[src/rtl/cpu_program_sequencer.sv]
// cpu_program_sequencer
//   Instruction sequencer for the 8-bit CPU. It owns the program counter and
//   fetches 16-bit words from a synchronous program ROM. Flag-conditional
//   jumps and HALT are resolved locally. Every other opcode is handed to the
//   execute FSM over a valid/ready handshake. The sequencer can free-run or
//   execute single steps.
//
//   Word format: [15:11] opcode, [10:8] cond, [7:0] target.
//   Reserved opcodes: 1F HALT, 1E JMP, 1D CALL, 1C RET.
//
//   Optional feature macro: SEQ_CALL_EN
//     When defined, adds a one-deep return register for CALL/RET.
//     When undefined, CALL and RET behave as NOPs.
//
// Ports
//   clk_i, rst_i            clock; asynchronous active-high reset
//   run_i                   level: free-run while high
//   step_i                  rising edge: execute exactly one instruction
//   imem_addr_o/imem_data_i ROM address (= PC); data arrives one cycle later
//   z_i, c_i, n_i, v_i      registered ALU flags
//   op_o, op_valid_o        opcode issued to execute FSM, held until op_ready_i
//   op_ready_i              execute FSM accepts op_o
//   pc_o                    current PC (debug)
//   busy_o, halted_o        status
module cpu_program_sequencer #(
  parameter int unsigned PC_W = 8,
  parameter int unsigned OP_W = 5
) (
  input  logic            clk_i,
  input  logic            rst_i,
  input  logic            run_i,
  input  logic            step_i,
  output logic [PC_W-1:0] imem_addr_o,
  input  logic [15:0]     imem_data_i,
  input  logic            z_i,
  input  logic            c_i,
  input  logic            n_i,
  input  logic            v_i,
  output logic [OP_W-1:0] op_o,
  output logic            op_valid_o,
  input  logic            op_ready_i,
  output logic [PC_W-1:0] pc_o,
  output logic            busy_o,
  output logic            halted_o
);

  localparam logic [4:0] OPC_HALT = 5'h1F;
  localparam logic [4:0] OPC_JMP  = 5'h1E;
  localparam logic [4:0] OPC_CALL = 5'h1D;
  localparam logic [4:0] OPC_RET  = 5'h1C;

  typedef enum logic [2:0] {
    S_IDLE,
    S_FETCH,
    S_DECODE,
    S_ISSUE,
    S_HALTED
  } state_t;

  state_t          state_q, state_d;
  logic [PC_W-1:0] pc_q, pc_d;
  logic [OP_W-1:0] op_q, op_d;
  logic            op_valid_q, op_valid_d;
  logic            step_mode_q, step_mode_d;
  logic            step_prev_q;
`ifdef SEQ_CALL_EN
  logic [PC_W-1:0] ret_pc_q, ret_pc_d;
`endif

  logic [4:0]      opcode;
  logic [2:0]      cond;
  logic [PC_W-1:0] target;
  logic [PC_W-1:0] pc_inc;
  logic            step_rise;
  logic            cond_true;
  state_t          after_instr;

  assign opcode    = imem_data_i[15:11];
  assign cond      = imem_data_i[10:8];
  assign target    = PC_W'(imem_data_i[7:0]);
  assign pc_inc    = pc_q + PC_W'(1);
  assign step_rise = step_i & ~step_prev_q;

  // Single-step instructions always return to IDLE, even if run_i rose meanwhile.
  assign after_instr = (run_i && !step_mode_q) ? S_FETCH : S_IDLE;

  always_comb begin
    cond_true = 1'b0;
    case (cond)
      3'd0: cond_true = 1'b1;
      3'd1: cond_true = z_i;
      3'd2: cond_true = ~z_i;
      3'd3: cond_true = c_i;
      3'd4: cond_true = ~c_i;
      3'd5: cond_true = n_i;
      3'd6: cond_true = v_i;
      default: cond_true = 1'b0;
    endcase
  end

  always_comb begin
    state_d     = state_q;
    pc_d        = pc_q;
    op_d        = op_q;
    op_valid_d  = op_valid_q;
    step_mode_d = step_mode_q;
`ifdef SEQ_CALL_EN
    ret_pc_d    = ret_pc_q;
`endif
    case (state_q)
      S_IDLE: begin
        if (run_i || step_rise) begin
          state_d     = S_FETCH;
          step_mode_d = ~run_i;
        end
      end
      S_FETCH: begin
        state_d = S_DECODE;
      end
      S_DECODE: begin
        case (opcode)
          OPC_HALT: begin
            state_d = S_HALTED;
          end
          OPC_JMP: begin
            pc_d    = cond_true ? target : pc_inc;
            state_d = after_instr;
          end
          OPC_CALL: begin
`ifdef SEQ_CALL_EN
            ret_pc_d = pc_inc;
            pc_d     = target;
`else
            pc_d     = pc_inc;
`endif
            state_d  = after_instr;
          end
          OPC_RET: begin
`ifdef SEQ_CALL_EN
            pc_d    = ret_pc_q;
`else
            pc_d    = pc_inc;
`endif
            state_d = after_instr;
          end
          default: begin
            op_d       = OP_W'(opcode);
            op_valid_d = 1'b1;
            pc_d       = pc_inc;
            state_d    = S_ISSUE;
          end
        endcase
      end
      S_ISSUE: begin
        if (op_ready_i) begin
          op_valid_d = 1'b0;
          state_d    = after_instr;
        end
      end
      S_HALTED: begin
        state_d = S_HALTED;
      end
      default: begin
        state_d = S_IDLE;
      end
    endcase
  end

  always_ff @(posedge clk_i or posedge rst_i) begin
    if (rst_i) begin
      state_q     <= S_IDLE;
      pc_q        <= '0;
      op_q        <= '0;
      op_valid_q  <= 1'b0;
      step_mode_q <= 1'b0;
      step_prev_q <= 1'b0;
`ifdef SEQ_CALL_EN
      ret_pc_q    <= '0;
`endif
    end else begin
      state_q     <= state_d;
      pc_q        <= pc_d;
      op_q        <= op_d;
      op_valid_q  <= op_valid_d;
      step_mode_q <= step_mode_d;
      step_prev_q <= step_i;
`ifdef SEQ_CALL_EN
      ret_pc_q    <= ret_pc_d;
`endif
    end
  end

  assign imem_addr_o = pc_q;
  assign pc_o        = pc_q;
  assign op_o        = op_q;
  assign op_valid_o  = op_valid_q;
  assign busy_o      = (state_q != S_IDLE) && (state_q != S_HALTED);
  assign halted_o    = (state_q == S_HALTED);

endmodule
[config.mk]
export PLATFORM = sky130hd
export DESIGN_NAME = cpu_program_sequencer
export DESIGN_NICKNAME = d
export VERILOG_FILES = /design/src/rtl/cpu_program_sequencer.sv
export SDC_FILE = /design/constraint.sdc
export NUM_CORES = 1
export LEC_CHECK = 0
export BUFFER_PORTS_ARGS = -buffer_cell sky130_fd_sc_hd__buf_2
export CORE_MARGIN = 5
export CORE_UTILIZATION = 47
export CTS_CLUSTER_SIZE = 12
export DETAILED_ROUTE_END_ITERATION = 7
export PLACE_DENSITY = 0.8
export SLEW_MARGIN = 20
export SYNTH_ARGS = -nofsm -noshare
export SYNTH_HDL_FRONTEND = slang
export SYNTH_SLANG_ARGS = --single-unit
[constraint.sdc]
create_clock -name clk_i -period 2.4 [get_ports clk_i]
set_clock_uncertainty 0.2 [all_clocks]
set_input_delay 0.12 -clock clk_i [delete_from_list [all_inputs] [get_ports clk_i]]
set_output_delay 0.12 -clock clk_i [all_outputs]
set_load 0.02 [all_outputs]
==> out/qor.txt <==
Clock sinks = 19
Total grt overflow = 0
Filler Cell Count = 203
CTS tree = yes
Die Y = 59.5 um
Largest net degree at the start of global routing = 20
Post-route setup TNS = 0 ps
Cells after Synth = 118
Syn_area_per_cell = 9.74 um^2
Crit end category = register
Io pins = 49
Crit Path Max Fanout = 9
Commonest non-fill, non-tap cell in the layout = buf_2
Post-route ant nets = 0
Peak VDD IR = 0.808 mV
Clk_lat worst skew = 290 ps
Clk slew on worst S/H paths = 110 ps
Power per standard cell area = 1090 mW/mm^2
HPWL Detailed = 2.12 mm
All-layer global routing usage = 16.4%
Chip width = 59.5 um
RSZ-0062 raised after global routing = no
Mapped cell area = 0.00115 mm^2
Area grow syn2layout = 33.7%
Row Count = 18
DRC = 0
Final setup vio count = 0
Layout cells sized above 1 = 34.1%
Critical Path RT = 2430 ps
Per-cell routed wire length = 13.2 um
WL final = 2.73 mm
Fin nets = 203
Core ar. = 0.00241 mm^2
Fin. max-slew vios = 0
Syn Nets = 144
TritonRoute pass-1 iters = 4
DR vias = 1097
Root buffer cell = clkbuf_4
Startpoint Class = register
Final Hold Vio Count = 0
H-tree depth = 1
Synthesis Warnings = 0
Max-Slew Margin vs Limit = 52.1%
Die area = 0.00354 mm^2
Worst Tran Pin Value = 717 ps
Worst Path Arrival = 2010 ps
Cell variety after synth = 40
Antenna cell count = 0
Post-CTS Setup Inserts = 0
Leak = 0.000744 uW
TritonCTS Buffers = 3
Starting density of the core = 47.7%
Drt first-iter violations = 30
Ratio of final minimum period to clock period = 82.8%
Vias in the first global route = 1034
Status = finished clean
Most frequent cells in the layout = buf_2 (48), dfrtp_1 (19), dlygate4sd3_1 (16), a21oi_1 (12), nor2_1 (8)
Final min period = 1990 ps
Fmax = 503 MHz
Share of the yosys chip area belonging to registers = 41.3%
Clk buf depth = 2
DR vias/cell = 5.33
Pwr Total = 1670 uW
First-pass GRT wire length = 4.47 mm
Initial antenna violation count = 0
RD Place Congestion = 0.734
Critical path class = register to register
PortBufs = 48
MaxCap Viol Count = 0
Hold Crit Class = input pin to register
Yosys reg bits = 19
[kinds of logic after synthesis]
| kind of cell | after synthesis | synth area share, % |
|---|---|---|
| compound gates | 38 | 23.9 |
| fa+ha+maj | 1 | 1.09 |
| buf+inv | 15 | 8.27 |
| flops | 19 | 41.3 |
| mux | 8 | 7.18 |
| simple gates | 37 | 18.2 |
[report_power, final]
group,total [uW],internal [uW],switching (uW)
sequential,596,458,139
clock,160,64.6,95.1
combinational,917,367,549
total,1670,890,783
[registers in the layout, indices dropped and copies added, names as in the netlist]
| signal | flops |
|---|---|
| imem_addr_o | 8 |
| op_valid_o | 1 |
| step_prev_q | 1 |
| state_q | 3 |
| op_o | 5 |
| step_mode_q | 1 |
[synth_stat cells]
master | n | area (um^2)
nand3_1 | 3 | 15.0
nor3_1 | 2 | 10.0
nand4_1 | 1 | 6.26
a311oi_1 | 1 | 8.76
nand2_1 | 7 | 26.3
nor2_1 | 8 | 30.0
nor2_2 | 1 | 6.26
buf_6 | 1 | 11.3
and3_1 | 1 | 6.26
nor4_2 | 1 | 12.5
a21oi_2 | 1 | 8.76
ha_1 | 1 | 12.5
or3b_1 | 1 | 8.76
or2_2 | 2 | 12.5
o21bai_4 | 1 | 18.8
and4_1 | 1 | 8.76
and2_1 | 1 | 6.26
mux2i_1 | 6 | 60.1
o22a_1 | 4 | 35.0
a41o_1 | 1 | 10.0
o21ai_0 | 6 | 30.0
a21o_1 | 1 | 7.51
a21oi_1 | 12 | 60.1
inv_1 | 5 | 18.8
nand4b_1 | 2 | 17.5
o22ai_1 | 2 | 12.5
a211oi_1 | 2 | 15.0
o21ai_1 | 1 | 5.00
buf_2 | 1 | 5.00
and4b_1 | 1 | 10.0
buf_4 | 8 | 60.1
o2bb2ai_1 | 2 | 17.5
dfrtp_1 | 19 | 475
mux2_2 | 2 | 22.5
nand3b_1 | 1 | 7.51
a31oi_4 | 1 | 21.3
a31oi_1 | 1 | 6.26
o211a_1 | 1 | 10.0
a2bb2oi_1 | 1 | 8.76
nor2b_1 | 4 | 25.0
[final cells by class]
class | instances | area [um^2] | area share (%)
sequential | 19 | 475 | 30.9
timing repair buffer | 64 | 400 | 26.0
tap | 30 | 37.5 | 2.44
clock buffer | 4 | 26.3 | 1.71
inverter | 5 | 18.8 | 1.22
multi-input combinational | 84 | 579 | 37.7
[path summary, 6_finish.rpt]
path | start | end | slack, ps | depth (start not counted)
max | state_q[0]$_DFFE_PP0P_ | imem_addr_o[7]$_DFFE_PP0P_ | 410 | 5
min | imem_data_i[7] | imem_addr_o[7]$_DFFE_PP0P_ | 110 | 4
max reg2reg | state_q[0]$_DFFE_PP0P_ | imem_addr_o[7]$_DFFE_PP0P_ | 410 | 5
min reg2reg | op_o[3]$_DFFE_PP0P_ | op_o[3]$_DFFE_PP0P_ | 300 | 1
max in group asynchronous | rst_i | step_prev_q$_DFF_PP0_ | 1270 | 3
min in group asynchronous | rst_i | imem_addr_o[3]$_DFFE_PP0P_ | 270 | 3
[routing by layer]
metal	GRT usage [%]	part of all wire (%)	wire, um
met3	1.96	6.9	187
met2	28.2	49	1350
met4	5.83	0.37	10
met1	20.9	43	1180
met5	0	0	0
[per-stage QoR]
stage	util (%)	std cells	hold WS, ps	setup WS [ps]	cell area, um^2
after floorplan	-	118	-129	583	1150
after global placement	56.1	186	41.9	486	1350
after detailed placement	56.1	186	48.5	425	1350
after CTS	63.8	206	102	408	1540
after global routing	63.8	206	122	314	1540
final	63.8	206	108	414	1540
[worst max-delay path: stages (launching register included)]
cell and delay (ps):
dfrtp_1 450, or3b_1 530, o21bai_4 280, nor4_2 260, a211oi_1 90, a21oi_2 110
[timing repair]
action                    4_1_cts  5_1_grt
resized for setup               0        0
hold buffers                   16        0
hold endpoints to repair       36        0
Power figures use the tool's default switching activity.
